File: src/rtl/ctrl_pkg.sv
// Shared encodings for the rysyCore multi-cycle control unit: opcodes,
// func fields, datapath select encodings and the sequencing FSM states.
package ctrl_pkg;

    localparam logic [4:0] OPC_OP     = 5'b01100;
    localparam logic [4:0] OPC_OP_IMM = 5'b00100;
    localparam logic [4:0] OPC_LOAD   = 5'b00000;
    localparam logic [4:0] OPC_STORE  = 5'b01000;
    localparam logic [4:0] OPC_LUI    = 5'b01101;
    localparam logic [4:0] OPC_AUIPC  = 5'b00101;
    localparam logic [4:0] OPC_JAL    = 5'b11011;
    localparam logic [4:0] OPC_JALR   = 5'b11001;
    localparam logic [4:0] OPC_BRANCH = 5'b11000;

    localparam logic [2:0] F3_ADD_SUB = 3'b000;
    localparam logic [2:0] F3_SLL     = 3'b001;
    localparam logic [2:0] F3_SLT     = 3'b010;
    localparam logic [2:0] F3_SLTU    = 3'b011;
    localparam logic [2:0] F3_XOR     = 3'b100;
    localparam logic [2:0] F3_SRL_SRA = 3'b101;
    localparam logic [2:0] F3_OR      = 3'b110;
    localparam logic [2:0] F3_AND     = 3'b111;

    localparam int F7_ALT_BIT = 5;

    localparam logic [1:0] INST_HOLD = 2'b00;
    localparam logic [1:0] INST_LOAD = 2'b01;
    localparam logic [1:0] INST_NOP  = 2'b10;

    typedef enum logic [3:0] {
        ALU_ADD  = 4'b0000,
        ALU_SUB  = 4'b0001,
        ALU_XOR  = 4'b0010,
        ALU_OR   = 4'b0011,
        ALU_AND  = 4'b0100,
        ALU_SLL  = 4'b0101,
        ALU_SRL  = 4'b0110,
        ALU_SRA  = 4'b0111,
        ALU_SLT  = 4'b1000,
        ALU_SLTU = 4'b1001
    } alu_op_t;

    typedef enum logic [2:0] {
        IMM_NONE = 3'b000,
        IMM_U    = 3'b001,
        IMM_J    = 3'b010,
        IMM_S    = 3'b011,
        IMM_I    = 3'b100,
        IMM_B    = 3'b101
    } imm_type_t;

    typedef enum logic [1:0] {
        PC_PLUS4 = 2'b00,
        PC_IMM   = 2'b01,
        PC_ALU   = 2'b10,
        PC_HOLD  = 2'b11
    } pc_sel_t;

    typedef enum logic [1:0] {
        RD_ALU = 2'b00,
        RD_MEM = 2'b01,
        RD_PC4 = 2'b10,
        RD_IMM = 2'b11
    } rd_sel_t;

    typedef enum logic [2:0] {
        ST_FETCH,
        ST_EXEC,
        ST_MEM,
        ST_WB,
        ST_TRAP
    } ctrl_state_t;

    // The alternate bit only turns ADD into SUB for register-register forms,
    // because OP_IMM has no SUBI and func7 there is part of the immediate.
    function automatic alu_op_t arith_op(input logic [2:0] f3, input logic alt,
                                         input logic is_reg);
        alu_op_t op;
        case (f3)
            F3_ADD_SUB: op = (alt && is_reg) ? ALU_SUB : ALU_ADD;
            F3_SLL:     op = ALU_SLL;
            F3_SLT:     op = ALU_SLT;
            F3_SLTU:    op = ALU_SLTU;
            F3_XOR:     op = ALU_XOR;
            F3_SRL_SRA: op = alt ? ALU_SRA : ALU_SRL;
            F3_OR:      op = ALU_OR;
            default:    op = ALU_AND;
        endcase
        return op;
    endfunction

endpackage

File: src/rtl/ctrl_dec.sv
// Purely combinational opcode/func decode into the datapath selects that do
// not depend on the sequencing state.
module ctrl_dec
    import ctrl_pkg::*;
(
    input  logic [4:0] opcode_i,
    input  logic [2:0] func3_i,
    input  logic       func7_alt_i,
    output imm_type_t  imm_type_o,
    output alu_op_t    alu_op_o,
    output logic       alu1_sel_o,
    output logic       alu2_sel_o,
    output logic [2:0] cmp_op_o,
    output rd_sel_t    rd_sel_o,
    output logic       is_legal_o
);

    always_comb begin
        imm_type_o = IMM_NONE;
        alu_op_o   = ALU_ADD;
        alu1_sel_o = 1'b0;
        alu2_sel_o = 1'b0;
        cmp_op_o   = 3'b000;
        rd_sel_o   = RD_ALU;
        is_legal_o = 1'b1;
        case (opcode_i)
            OPC_OP: begin
                alu_op_o = arith_op(func3_i, func7_alt_i, 1'b1);
            end
            OPC_OP_IMM: begin
                imm_type_o = IMM_I;
                alu2_sel_o = 1'b1;
                alu_op_o   = arith_op(func3_i, func7_alt_i, 1'b0);
            end
            OPC_LOAD: begin
                imm_type_o = IMM_I;
                alu2_sel_o = 1'b1;
                rd_sel_o   = RD_MEM;
            end
            OPC_STORE: begin
                imm_type_o = IMM_S;
                alu2_sel_o = 1'b1;
            end
            OPC_LUI: begin
                imm_type_o = IMM_U;
                alu2_sel_o = 1'b1;
                rd_sel_o   = RD_IMM;
            end
            OPC_AUIPC: begin
                imm_type_o = IMM_U;
                alu1_sel_o = 1'b1;
                alu2_sel_o = 1'b1;
            end
            OPC_JAL: begin
                imm_type_o = IMM_J;
                alu1_sel_o = 1'b1;
                alu2_sel_o = 1'b1;
                rd_sel_o   = RD_PC4;
            end
            OPC_JALR: begin
                imm_type_o = IMM_I;
                alu2_sel_o = 1'b1;
                rd_sel_o   = RD_PC4;
            end
            OPC_BRANCH: begin
                imm_type_o = IMM_B;
                cmp_op_o   = func3_i;
            end
            default: is_legal_o = 1'b0;
        endcase
    end

endmodule

File: src/rtl/ctrl_mc.sv
// Multi-cycle control unit: FETCH/EXEC/MEM/WB/TRAP sequencing, data-memory
// wait timeout and per-state gating of the decoded datapath selects.
module ctrl_mc
    import ctrl_pkg::*;
#(
    parameter int TO_W    = 4,
    parameter int TO_MAX  = 15,
    parameter int EN_TRAP = 1
) (
    input  logic       clk,
    input  logic       rst,
    input  logic [4:0] opcode,
    input  logic [2:0] func3,
    input  logic [6:0] func7,
    input  logic       b,
    input  logic       mem_ack,
    output logic [2:0] imm_type,
    output logic [1:0] inst_sel,
    output logic       reg_wr,
    output logic [3:0] alu_op,
    output logic [2:0] cmp_op,
    output logic [1:0] pc_sel,
    output logic       mem_sel,
    output logic [1:0] rd_sel,
    output logic       alu1_sel,
    output logic       alu2_sel,
    output logic [2:0] sel_type,
    output logic       we,
    output logic       mem_req,
    output logic       trap
);

    ctrl_state_t     state_q, state_d;
    logic [TO_W-1:0] cnt_q, cnt_d;
    logic            fault_q, fault_d;

    imm_type_t  dec_imm;
    alu_op_t    dec_alu;
    logic       dec_alu1, dec_alu2, dec_legal;
    logic [2:0] dec_cmp;
    rd_sel_t    dec_rd;

    logic unused_func7;
    assign unused_func7 = ^{func7[6], func7[4:0]};

    ctrl_dec u_dec (
        .opcode_i    (opcode),
        .func3_i     (func3),
        .func7_alt_i (func7[F7_ALT_BIT]),
        .imm_type_o  (dec_imm),
        .alu_op_o    (dec_alu),
        .alu1_sel_o  (dec_alu1),
        .alu2_sel_o  (dec_alu2),
        .cmp_op_o    (dec_cmp),
        .rd_sel_o    (dec_rd),
        .is_legal_o  (dec_legal)
    );

    logic is_mem, is_store, writes_rd, timeout_hit;
    assign is_store    = (opcode == OPC_STORE);
    assign is_mem      = (opcode == OPC_LOAD) || is_store;
    assign writes_rd   = dec_legal && !is_store && (opcode != OPC_BRANCH);
    assign timeout_hit = (cnt_q == TO_W'(TO_MAX - 1));

    always_ff @(posedge clk or negedge rst) begin
        if (!rst) begin
            state_q <= ST_FETCH;
            cnt_q   <= '0;
            fault_q <= 1'b0;
        end else begin
            state_q <= state_d;
            cnt_q   <= cnt_d;
            fault_q <= fault_d;
        end
    end

    // fault_q marks an instruction that is being retired as a NOP because
    // trapping is disabled; it suppresses the register write in WB.
    always_comb begin
        state_d = state_q;
        cnt_d   = cnt_q;
        fault_d = fault_q;
        case (state_q)
            ST_FETCH: begin
                state_d = ST_EXEC;
                cnt_d   = '0;
                fault_d = 1'b0;
            end
            ST_EXEC: begin
                if (!dec_legal) begin
                    if (EN_TRAP != 0) begin
                        state_d = ST_TRAP;
                    end else begin
                        state_d = ST_WB;
                        fault_d = 1'b1;
                    end
                end else if (is_mem) begin
                    state_d = ST_MEM;
                end else begin
                    state_d = ST_WB;
                end
            end
            ST_MEM: begin
                if (mem_ack) begin
                    cnt_d   = '0;
                    state_d = ST_WB;
                end else if (timeout_hit) begin
                    cnt_d = '0;
                    if (EN_TRAP != 0) begin
                        state_d = ST_TRAP;
                    end else begin
                        state_d = ST_WB;
                        fault_d = 1'b1;
                    end
                end else begin
                    cnt_d = cnt_q + TO_W'(1);
                end
            end
            ST_WB:   state_d = ST_FETCH;
            ST_TRAP: state_d = ST_TRAP;
            default: state_d = ST_FETCH;
        endcase
    end

    // Reset gates the outputs directly so an access in flight is dropped
    // immediately rather than at the next clock edge.
    always_comb begin
        imm_type = IMM_NONE;
        inst_sel = INST_HOLD;
        reg_wr   = 1'b0;
        alu_op   = ALU_ADD;
        cmp_op   = 3'b000;
        pc_sel   = PC_HOLD;
        mem_sel  = 1'b0;
        rd_sel   = RD_ALU;
        alu1_sel = 1'b0;
        alu2_sel = 1'b0;
        sel_type = 3'b000;
        we       = 1'b0;
        mem_req  = 1'b0;
        trap     = 1'b0;
        if (rst) begin
            if (state_q == ST_EXEC || state_q == ST_MEM || state_q == ST_WB) begin
                imm_type = dec_imm;
                alu_op   = dec_alu;
                cmp_op   = dec_cmp;
                alu1_sel = dec_alu1;
                alu2_sel = dec_alu2;
            end
            case (state_q)
                ST_FETCH: inst_sel = INST_LOAD;
                ST_MEM: begin
                    mem_req  = 1'b1;
                    mem_sel  = 1'b1;
                    we       = is_store;
                    sel_type = func3;
                end
                ST_WB: begin
                    rd_sel = dec_rd;
                    reg_wr = writes_rd && !fault_q;
                    if (opcode == OPC_JAL)
                        pc_sel = PC_IMM;
                    else if (opcode == OPC_BRANCH)
                        pc_sel = b ? PC_IMM : PC_PLUS4;
                    else if (opcode == OPC_JALR)
                        pc_sel = PC_ALU;
                    else
                        pc_sel = PC_PLUS4;
                end
                ST_TRAP: begin
                    trap     = 1'b1;
                    inst_sel = INST_NOP;
                end
                default: ;
            endcase
        end
    end

endmodule

File: config.mk
export PLATFORM = sky130hd
export DESIGN_NAME = ctrl_mc
export DESIGN_NICKNAME = d
export VERILOG_FILES = /design/src/rtl/ctrl_pkg.sv /design/src/rtl/ctrl_dec.sv /design/src/rtl/ctrl_mc.sv
export SDC_FILE = /design/constraint.sdc
export NUM_CORES = 1
export LEC_CHECK = 0
export BUFFER_PORTS_ARGS = -buffer_cell sky130_fd_sc_hd__buf_2
export CAP_MARGIN = 25
export CORE_MARGIN = 2
export CORE_UTILIZATION = 34
export CTS_BUF_LIST = sky130_fd_sc_hd__clkbuf_16
export CTS_CLUSTER_SIZE = 12
export DETAILED_ROUTE_END_ITERATION = 10
export PLACE_DENSITY = 0.67
export SYNTH_ARGS = -nofsm -noshare
export SYNTH_HDL_FRONTEND = slang
export SYNTH_SLANG_ARGS = --single-unit
File: constraint.sdc
create_clock -name clk -period 2.02 [get_ports clk]
set_input_delay 0 -clock clk [delete_from_list [all_inputs] [get_ports clk]]
set_output_delay 0 -clock clk [all_outputs]
set_load 0.05 [all_outputs]
==> results.md, run 1 <==
- Mapped Cells: 120
- Antenna diodes: 0
- Number of antenna violations at the first check in global routing: 0
- VDD IR max: 0.7685 mV
- Maximum clock skew at final layout: 0.001376 ns
- Proportion of netlist area held by the largest area contributor: 18.77%
- Endpoint of the worst hold-timing path: state_q[1]
- DR iter-0 viols: 30
- Most frequent cells after synthesis: 12 x sky130_fd_sc_hd__nand2_1, 8 x sky130_fd_sc_hd__nand2b_1, 7 x sky130_fd_sc_hd__and2_1, 7 x sky130_fd_sc_hd__and3_1, 7 x sky130_fd_sc_hd__dfrtp_1
- Worst path setup slack after routing: 0.2607 ns
- Status: completed
- Insertion delay to the later sink of the worst-skew pair: 0.23 ns
- Share of post-route cells with drive strength above 1: 33.55%
- Most common flop cell mapped by yosys: sky130_fd_sc_hd__dfrtp_1
- Router iterations before antenna repair: 4
- Dominant cell by count in the synthesized netlist: sky130_fd_sc_hd__nand2_1
- H-tree levels: 1
- Number of buffers between clock root and the deepest sink: 2
- Initial core utilization: 36.68%
- Launch point of the worst path: rst
- Count of cells along the worst register-to-register path: 3
- Final slew viol count: 0
- Final WL: 2227 um
- Data arrival time of the critical path: 1.76 ns
- Number of filler cells placed in the layout: 263
- Vert. Die Dim: 56.40 um
- Post-DRT Antenna Nets: 0
- Post-Synthesis Cell Area: 933.4 um2
- Max-cap violations: 0
- Count of flip-flops with a built-in enable after synthesis: 0
- Crit path time final: 1.759 ns
- Total Nets Final: 174
- Die X: 56.40 um
- Min-Delay Path Depth: 3
- Clock input transition at the sequential cells of the worst setup and hold paths: 0.03 ns
- Tightest Hold Check Type: in2reg
- Hold violation count in the final report: 0
- Top area cells in the synthesized netlist: sky130_fd_sc_hd__dfrtp_1 19%, sky130_fd_sc_hd__nand2b_1 5.4%, sky130_fd_sc_hd__nand2_1 4.8%
- Data required time at the worst endpoint: 2.02 ns
- Overall overflow remaining after global route: 0
- Static Leakage: 0.0005774 uW
- Synth-to-Final Area Change: 28.15%
- Number of failing setup endpoints in the final timing report: 0
- Share of the clock period used by the worst path: 87.09%
- Area of all placed cells without fillers: 1196 um2
- GP Congestion: 0.7463
- Synthesis-stage register bit count: 7
- Capture point of the worst reg-to-reg path: cnt_q[3]
- Routed length per instance: 12.24 um
- Synthesized net count: 141
- Portion of the post-synthesis area used by sequential elements: 18.77%
- Detailed-placement wirelength estimate: 1731 um
- CTS buffer count: 3
- Mean post-synth cell area: 7.778 um2
- Largest net degree at the start of global routing: 18
- Num ports: 45
- Clock sink count: 7
- Hold path startpoint: mem_ack
- Vias per std cell: 5.500
- Reg2reg setup slack: 0.60 ns
- Number of DRC violations after detailed routing: 0
- Crit start category: primary input
- Worst Path Max Fanout: 13
- RSZ-0062 raised after global routing: no
- GR Util All Layers: 13.73%
- Clock tree from TritonCTS: done
- Cell accounting for the most synthesized area: sky130_fd_sc_hd__dfrtp_1
- Transition time at the pin with the least slew margin: 0.4084 ns
- Highest Clock Rate: 568.4 MHz
- Synthesis warning total: 0
- Critical register-to-register path startpoint: state_q[1]
- First-pass GRT wire length: 3539 um
- Synth cell types: 46
- Cell Pwr Density: 916.1 nW/um2
- Setup bufs post-CTS: 0
- Via Count: 1001
- Relative max-transition margin: 72.59%
- DP Worst Slack: 0.4834 ns
- Count of port buffers added during placement: 38
- Overall die area: 3180 um2
- Root buffer cell: sky130_fd_sc_hd__clkbuf_16
- Proportion of synthesized flip-flops having asynchronous set or reset: 100.0%
- Row count: 18
- Placement-stage cell area: 1107 um2
- Path type of the worst setup path: in2out
- Category of the worst setup path capture point: primary output
- Core Footprint: 2545 um2
- Number of global-route vias before repair: 821
-- per-layer routing --
layer / track usage (%) / routed length [um] / up-vias
met5: 0 / 0 / -
met4: 3.741 / 12 / 0
met3: 4.147 / 145 / 2
met2: 22.35 / 1063 / 35
met1: 17.56 / 1005 / 456
li1: - / - / 508
-- layout make-up --
class	instances	area [um2]	share of cell area (%)
Inverter	6	22.52	1.883
Timing Repair Buffer	39	200.2	16.74
Multi-Input combinational cell	96	681.9	57.01
Sequential cell	7	175.2	14.64
Tap cell	30	37.54	3.138
Clock inverter	1	3.754	0.3138
Clock buffer	3	75.07	6.276
-- power by group --
part,switching (uW),internal [uW]
Combinational,344,154
Clock,70.3,257
Sequential,92.9,178
Total,507,588
-- cell families (layout without fill, tap and decap cells) --
group	count (synthesis)	count (layout)	synth area share [%]
adders and majority gates	2	2	2.681
AOI/OAI and AO/OA	24	24	18.77
and+or+nand+nor	70	70	50.27
buffers and inverters	17	49	9.517
DFF	7	7	18.77
-- per-stage QoR --
stage	utilization [%]	total power, uW	TNS [ns]	std cells	hold slack, ns
after global routing	47.00	1169	0	182	0.1598
after CTS	47.00	1106	0	182	0.1178
after floorplan	-	682.6	-0.6603	120	-0.2956
after detailed placement	43.51	769.8	0	177	-0.1283
after global placement	43.51	760.7	0	177	-0.1300
final	47.00	1096	0	182	0.1149
-- layout by cell type, fill, tap and decap left out, drive strengths merged, types with 2 or more instances in the layout --
cell / Yosys / routed
o21ai: 7 / 7
clkbuf: 3 / 3
nand2: 12 / 12
ha: 2 / 2
nand3: 5 / 5
and3: 7 / 7
a21oi: 3 / 3
inv: 6 / 7
dfrtp: 7 / 7
buf: 8 / 38
nor4b: 5 / 5
o211ai: 2 / 2
or2: 2 / 2
nor4: 4 / 4
a31oi: 2 / 2
and4: 2 / 2
nand2b: 8 / 8
nor3: 6 / 6
nor2: 3 / 3
and2: 7 / 7
-- critical path, cell delays in order --
cell and delay [ns]:
sky130_fd_sc_hd__dlygate4sd3_1 0.52, sky130_fd_sc_hd__buf_2 0.24, sky130_fd_sc_hd__nor2b_1 0.23, sky130_fd_sc_hd__o21ai_1 0.19, sky130_fd_sc_hd__nor4_2 0.28, sky130_fd_sc_hd__buf_2 0.30
-- state kept, by name, summed over array words and instances, names as in the netlist --
| register | count |
|---|---|
| cnt_q | 4 |
| state_q | 3 |
-- how the worst max path moves through the flow --
stage / to / slack [ns] / depth (start not counted)
after global routing: alu_op[3] / 0.09 / 6
after CTS: alu_op[3] / 0.16 / 6
after floorplan: inst_sel[1] / -0.24 / 3
after global placement: alu_op[3] / 0.50 / 4
after detailed placement: alu_op[3] / 0.48 / 4
final: alu_op[3] / 0.26 / 6
-- what timing repair did --
item,in CTS,in global routing
gates resized for setup,0,1
setup endpoints to repair,0,1
hold buffers,1,0
endpoints found under the hold margin,7,0
Note: power is estimated with default switching activity, not from simulation.
==> inputs of run 2 (changes only) <==
- PLACE_DENSITY: 0.67 -> 0.74
==> run 2 against run 1 <==
  * Non-clock buffer count stayed put
  * Critical path type unchanged
  * Die area unchanged
  * Register-to-register slack about the same
  * Critical path depth is the same
  * Sequential share of layout area is the same
==> results.md, run 2 (synthesized netlist as in run 1, its figures left out) <==
- Status: completed (unchanged)
- Synth-to-Final Area Change: 28.15% (unchanged)
- VDD IR max: 0.5030 mV (was 0.7685 mV)
- First-pass GRT wire length: 3850 um (was 3539 um)
- Share of post-route cells with drive strength above 1: 33.55% (unchanged)
- Maximum clock skew at final layout: 0.003218 ns (was 0.001376 ns)
- Largest net degree at the start of global routing: 18 (unchanged)
- Non-filler cells, final: 182 (unchanged)
- Core Footprint: 2545 um2 (unchanged)
- Root buffer cell: sky130_fd_sc_hd__clkbuf_16 (unchanged)
- Share of the clock period used by the worst path: 89.47% (was 87.09%)
- Most frequent cells in the layout: 38 x sky130_fd_sc_hd__buf_2, 12 x sky130_fd_sc_hd__nand2_1, 8 x sky130_fd_sc_hd__nand2b_1 (unchanged)
- Setup bufs post-CTS: 0 (unchanged)
- Number of buffer and inverter stages on the critical path: 3 (unchanged)
- Series of cell instances along the critical path: dlygate4sd3_1, buf_2, nor2b_1, o21ai_1, nor4_2, buf_2 (unchanged)
- Top cell family by delay on the critical path: buffers and inverters (unchanged)
- CP dominant cell by count: sky130_fd_sc_hd__buf_2 (unchanged)
- Category of the worst setup path capture point: primary output (unchanged)
- Highest Clock Rate: 553.3 MHz (was 568.4 MHz)
- Biggest register: cnt_q (unchanged)
- Internal power contribution: 589.1 uW (was 588.4 uW)
- Biggest cell delay along the critical path: 0.52 ns (about the same)
- Relative max-transition margin: 71.87% (was 72.59%)
- Clock tree from TritonCTS: done (unchanged)
- Number of buffers between clock root and the deepest sink: 2 (unchanged)
- Die X: 56.40 um (unchanged)
- DR iter-0 viols: 40 (was 30)
- Vias per std cell: 5.742 (was 5.500)
- Area of all placed cells without fillers: 1196 um2 (unchanged)
- Count of port buffers added during placement: 38 (unchanged)
- GP Congestion: 0.8349 (was 0.7463)
- Cell Pwr Density: 929.8 nW/um2 (was 916.1 nW/um2)
- Slowest cell on crit path: sky130_fd_sc_hd__dlygate4sd3_1 (unchanged)
- RSZ-0062 raised after global routing: no (unchanged)
- H-tree levels: 1 (unchanged)
- Transition time at the pin with the least slew margin: 0.4191 ns (was 0.4084 ns)
- Share of total power in the clock network: 30.1% (was 29.9%)
- Routed length per instance: 13.17 um (was 12.24 um)
- Switching Share: 47.03% (was 46.30%)
- Row count: 18 (unchanged)
- Vert. Die Dim: 56.40 um (unchanged)
- Post-DRT Antenna Nets: 0 (unchanged)
- Insertion delay to the later sink of the worst-skew pair: 0.23 ns (about the same)
- Total Nets Final: 174 (unchanged)
- Max-cap violations: 0 (unchanged)
- Crit path time final: 1.807 ns (was 1.759 ns)
- Number of antenna violations at the first check in global routing: 0 (unchanged)
- Cell count along the critical path: 6 (unchanged)
- Detailed-placement wirelength estimate: 1769 um (was 1731 um)
- Final WL: 2397 um (was 2227 um)
- Crit start category: primary input (unchanged)
- Clock sink count: 7 (unchanged)
- Number of cells in the design after placement: 177 (unchanged)
- Data arrival time of the critical path: 1.81 ns (was 1.76 ns)
- Antenna diodes: 0 (unchanged)
- Overall die area: 3180 um2 (unchanged)
- Via Count: 1045 (was 1001)
- Number of global-route vias before repair: 916 (was 821)
- Final slew viol count: 0 (unchanged)
- Num ports: 45 (unchanged)
- Min-Delay Path Depth: 3 (unchanged)
- Static Leakage: 0.0005774 uW (unchanged)
- Path type of the worst setup path: in2out (unchanged)
- Number of failing setup endpoints in the final timing report: 0 (unchanged)
- Worst Path Max Fanout: 13 (unchanged)
- Count of cells along the worst register-to-register path: 3 (unchanged)
- CTS buffer count: 3 (unchanged)
- GR Util All Layers: 14.86% (was 13.73%)
- Number of DRC violations after detailed routing: 0 (unchanged)
- Combinational group share of total power: 45.1% (was 45.4%)
- Tightest Hold Check Type: in2reg (unchanged)
- Router iterations before antenna repair: 5 (was 4)
- Sequential power share: 24.7% (about the same)
- Initial core utilization: 36.68% (unchanged)
- Switch Pwr: 523.1 uW (was 507.3 uW)
- Placement-stage cell area: 1107 um2 (unchanged)
- Data required time at the worst endpoint: 2.02 ns (about the same)
- Hold violation count in the final report: 0 (unchanged)
- Most common library cell in the layout ignoring fill and taps: sky130_fd_sc_hd__buf_2 (unchanged)
- Clock input transition at the sequential cells of the worst setup and hold paths: 0.04 ns (was 0.03 ns)
- Total power: 1112 uW (was 1096 uW)
- Max reg flops: 4 (unchanged)
- Total negative slack: 0 ns (unchanged)
- Top Registers: cnt_q x4, state_q x3 (unchanged)
- Overall overflow remaining after global route: 0 (unchanged)
-- run 2: cell counts in the layout (fill, tap and decap cells not counted) --
No cell type changed its count.
-- run 2: metal layers --
metal  track usage, %  part of all wire, %
met1            19.19                   45
met2            23.53                   48
met3            2.074                  6.1
met4            8.503                 0.88
met5                0                    0
-- run 2: final cells by class --
| class | instances | area, um2 |
|---|---|---|
| Clock buffer | 3 | 75.07 |
| Clock inverter | 1 | 3.754 |
| Fill cell | 260 | 1349 |
| Inverter | 6 | 22.52 |
| Multi-Input combinational cell | 96 | 681.9 |
| Sequential cell | 7 | 175.2 |
| Tap cell | 30 | 37.54 |
| Timing Repair Buffer | 39 | 200.2 |
-- run 2: timing repair --
action | in CTS | in global routing
endpoints found under the hold margin | 7 | 0
hold buffers | 1 | 0
gates resized for setup | 0 | 1
setup endpoints to repair | 0 | 1
-- run 2: power groups by stage --
stage / sequential, uW / combinational [uW] / clock, uW
3_5_place_dp: 273 / 498 / 0
4_1_cts: 271 / 501 / 343
3_3_place_gp: 271 / 487 / 0
2_1_floorplan: 203 / 479 / 0
5_1_grt: 284 / 552 / 355
6_report: 275 / 502 / 335
-- run 2: stage by stage --
stage	hold slack (ns)	setup WS [ns]	utilization, %
finish	0.09477	0.2127	47.00
floorplan	-0.2956	-0.2374	-
detailed placement	-0.1258	0.4355	43.51
global route	0.1060	0.02266	47.00
CTS	0.09308	0.1035	47.00
global placement	-0.1293	0.4630	43.51
-- run 2: worst paths after layout --
kind                            start          to  slack, ns
setup reg to reg           state_q[2]    cnt_q[3]       0.59
max in group asynchronous         rst    cnt_q[2]       1.66
setup / recovery                  rst   alu_op[3]       0.21
hold / removal                mem_ack  state_q[1]       0.09
min in group asynchronous         rst  state_q[2]       0.16
hold reg to reg              cnt_q[0]    cnt_q[0]       0.54
-- run 2: worst register-to-register path, cell delays in order (launching register included) --
cell                       delay, ns
sky130_fd_sc_hd__dfrtp_1        0.49
sky130_fd_sc_hd__or2_1          0.35
sky130_fd_sc_hd__or4_1          0.41
sky130_fd_sc_hd__o211ai_1       0.10
==> inputs of run 3 (changes only) <==
- CELL_PAD_IN_SITES_DETAIL_PLACEMENT: unset -> 0
- CELL_PAD_IN_SITES_GLOBAL_PLACEMENT: unset -> 2
- CORE_MARGIN: 2 -> unset
- CORE_UTILIZATION: 34 -> 26
- PLACE_DENSITY: 0.74 -> 0.95
==> run 3 against run 2 <==
  * Largest cell class unchanged
  * Maximum frequency up 2.8%
  * Cell count up 8.8%
  * Routed wire length down 3.3%
  * Sequential cell count unchanged
  * Sequential share of layout area down 0.24 points
  * Clock skew about the same
  * Critical path type is now reg2out
  * Core utilization down 11 points
  * Clock-buffer cell count unchanged
  * Power down 0.35%
  * First-iteration DRC count up 10%
==> results.md, run 3 (synthesized netlist as in run 1, its figures left out) <==
- Most common library cell in the layout ignoring fill and taps: sky130_fd_sc_hd__buf_2 (unchanged)
- Top Registers: cnt_q x4, state_q x3 (unchanged)
- Total Nets Final: 174 (unchanged)
- Number of DRC violations after detailed routing: 0 (unchanged)
- Top cell family by delay on the critical path: simple AND/OR/NAND/NOR gates (was buffers and inverters)
- Area of all placed cells without fillers: 1216 um2 (was 1196 um2)
- Crit start category: register (was primary input)
- Data arrival time of the critical path: 1.76 ns (was 1.81 ns)
- Cell Pwr Density: 911.4 nW/um2 (was 929.8 nW/um2)
- Number of antenna violations at the first check in global routing: 0 (unchanged)
- Routed length per instance: 11.71 um (was 13.17 um)
- Switching Share: 46.91% (was 47.03%)
- Maximum clock skew at final layout: 0.002749 ns (was 0.003218 ns)
- Initial core utilization: 27.54% (was 36.68%)
- Setup bufs post-CTS: 0 (unchanged)
- Min-Delay Path Depth: 3 (unchanged)
- GR Util All Layers: 12.75% (was 14.86%)
- Layout Utilization: 35.88% (was 47.00%)
- Transition time at the pin with the least slew margin: 0.3987 ns (was 0.4191 ns)
- Biggest cell delay along the critical path: 0.48 ns (was 0.52 ns)
- Number of failing setup endpoints in the final timing report: 0 (unchanged)
- Antenna diodes: 0 (unchanged)
- VDD IR max: 0.5506 mV (was 0.5030 mV)
- Synth-to-Final Area Change: 30.30% (was 28.15%)
- Final WL: 2318 um (was 2397 um)
- Insertion delay to the later sink of the worst-skew pair: 0.23 ns (about the same)
- Most frequent cells in the layout: 38 x sky130_fd_sc_hd__buf_2, 12 x sky130_fd_sc_hd__nand2_1, 8 x sky130_fd_sc_hd__nand2b_1 (unchanged)
- Hold path startpoint: mem_ack (unchanged)
- Total negative slack: 0 ns (unchanged)
- Post-DRT Antenna Nets: 0 (unchanged)
- DP Worst Slack: 0.4771 ns (was 0.4355 ns)
- RSZ-0062 raised after global routing: no (unchanged)
- Endpoint of the worst hold-timing path: state_q[1] (unchanged)
- Number of buffers between clock root and the deepest sink: 2 (unchanged)
- Overall die area: 3833 um2 (was 3180 um2)
- Number of global-route vias before repair: 856 (was 916)
- Share of the clock period used by the worst path: 87.05% (was 89.47%)
- DR iter-0 viols: 44 (was 40)
- Row count: 21 (was 18)
- Count of cells along the worst register-to-register path: 3 (unchanged)
- Static Leakage: 0.0005774 uW (unchanged)
- Sequential power share: 24.8% (was 24.7%)
- Largest net degree at the start of global routing: 18 (unchanged)
- Status: completed (unchanged)
- Internal power contribution: 588.5 uW (was 589.1 uW)
- Area taken by multi-input logic gates: 681.9 um2 (unchanged)
- Crit path time final: 1.758 ns (was 1.807 ns)
- Die X: 61.92 um (was 56.40 um)
- Reg2reg setup slack: 0.53 ns (was 0.59 ns)
- GP Congestion: 0.8465 (was 0.8349)
- Core Footprint: 3390 um2 (was 2545 um2)
- Router iterations before antenna repair: 4 (was 5)
- Switch Pwr: 519.9 uW (was 523.1 uW)
- Metal2 WL: 1049 um (was 1157 um)
- Biggest register: cnt_q (unchanged)
- Share of post-route cells with drive strength above 1: 33.55% (unchanged)
- Num ports: 45 (unchanged)
- Root buffer cell: sky130_fd_sc_hd__clkbuf_16 (unchanged)
- Number of buffer and inverter stages on the critical path: 1 (was 3)
- Detailed-placement wirelength estimate: 1791 um (was 1769 um)
- Top layer reached by signal wires: met3 (was met4)
- Max reg flops: 4 (unchanged)
- Category of the worst setup path capture point: primary output (unchanged)
- Combinational group share of total power: 45.1% (about the same)
- Clock sink count: 7 (unchanged)
- Register Area: 175.2 um2 (unchanged)
- First-pass GRT wire length: 3705 um (was 3850 um)
- Data required time at the worst endpoint: 2.02 ns (about the same)
- Overall overflow remaining after global route: 0 (unchanged)
- Share of total power in the clock network: 30.1% (about the same)
- Clock input transition at the sequential cells of the worst setup and hold paths: 0.04 ns (about the same)
- Hold violation count in the final report: 0 (unchanged)
- Count of port buffers added during placement: 38 (unchanged)
- Critical register-to-register path startpoint: state_q[1] (was state_q[2])
- Clock tree from TritonCTS: done (unchanged)
- Sum of met3 wire segment lengths after detailed routing: 146 um (was 147 um)
- H-tree levels: 1 (unchanged)
- Highest Clock Rate: 568.7 MHz (was 553.3 MHz)
- Capture point of the worst reg-to-reg path: cnt_q[3] (unchanged)
- Path type of the worst setup path: reg2out (was in2out)
- Max-cap violations: 0 (unchanged)
- Tightest Hold Check Type: in2reg (unchanged)
- Vert. Die Dim: 61.92 um (was 56.40 um)
- Worst Path Max Fanout: 11 (was 13)
- Worst path setup slack after routing: 0.2615 ns (was 0.2127 ns)
- Slowest cell on crit path: sky130_fd_sc_hd__dfrtp_1 (was sky130_fd_sc_hd__dlygate4sd3_1)
- Minimum hold slack: 0.1244 ns (was 0.09477 ns)
- Final slew viol count: 0 (unchanged)
- Number of filler cells placed in the layout: 354 (was 260)
- CTS buffer count: 3 (unchanged)
- Via Count: 979 (was 1045)
- Sum of routed wire segments on met1: 1121 um (was 1070 um)
- Placement-stage cell area: 1127 um2 (was 1107 um2)
- Vias per std cell: 4.944 (was 5.742)
- Series of cell instances along the critical path: nand2b_1, nor4_4, o311a_1, buf_2 (was dlygate4sd3_1, buf_2, nor2b_1, o21ai_1, nor4_2, buf_2)
- Relative max-transition margin: 73.32% (was 71.87%)
[run 3: cell counts in the layout (fill, tap and decap cells not counted)]
Identical to the previous run, type by type.
[run 3: what timing repair did]
item | 4_1_cts | 5_1_grt
endpoints found under the hold margin | 7 | 0
endpoints found under the setup margin | 0 | 1
hold buffers | 1 | 0
resized for setup | 0 | 1
[run 3: power by group through the flow]
| stage | combinational (uW) | clock [uW] | sequential [uW] |
|---|---|---|---|
| after floorplan | 479 | 0 | 203 |
| after global placement | 492 | 0 | 271 |
| after detailed placement | 499 | 0 | 273 |
| after CTS | 503 | 342 | 272 |
| after global routing | 549 | 353 | 288 |
| final | 500 | 334 | 275 |
[run 3: area by class of cell]
type                    count  area share [%]
multi-input cells          96           56.07
repair buffers             39           16.46
flip-flops and latches      7           14.40
clock buffers               3           6.173
well taps                  46           4.732
inverters                   6           1.852
clock inverters             1          0.3086
[run 3: layer usage]
| layer | up-vias | GRT usage [%] |
|---|---|---|
| met3 | 0 | 3.313 |
| met2 | 32 | 21.81 |
| met1 | 440 | 16.62 |
| met4 | 0 | 1.587 |
| met5 | - | 0 |
| li1 | 507 | - |
[run 3: how the worst max path moves through the flow]
stage | startpoint | to | slack, ns | cells after the start
floorplan | state_q[2] | inst_sel[1] | -0.24 | 3
global placement | state_q[2] | alu_op[3] | 0.47 | 4
detailed placement | state_q[2] | alu_op[3] | 0.48 | 4
CTS | rst | alu_op[3] | 0.15 | 6
global route | rst | alu_op[3] | 0.11 | 6
finish | state_q[2] | alu_op[0] | 0.26 | 4
[run 3: worst min-delay path, delay by kind of cell]
kind | cells | cell delay [ns]
AO/OA/AOI/OAI | 2 | 0.20
buffers and inverters | 1 | 0.11
[run 3: stage by stage]
stage                     total power, uW  cells
after floorplan                     682.6    120
after global placement              762.7    193
after detailed placement            771.8    193
after CTS                            1117    198
after global routing                 1189    198
final                                1108    198
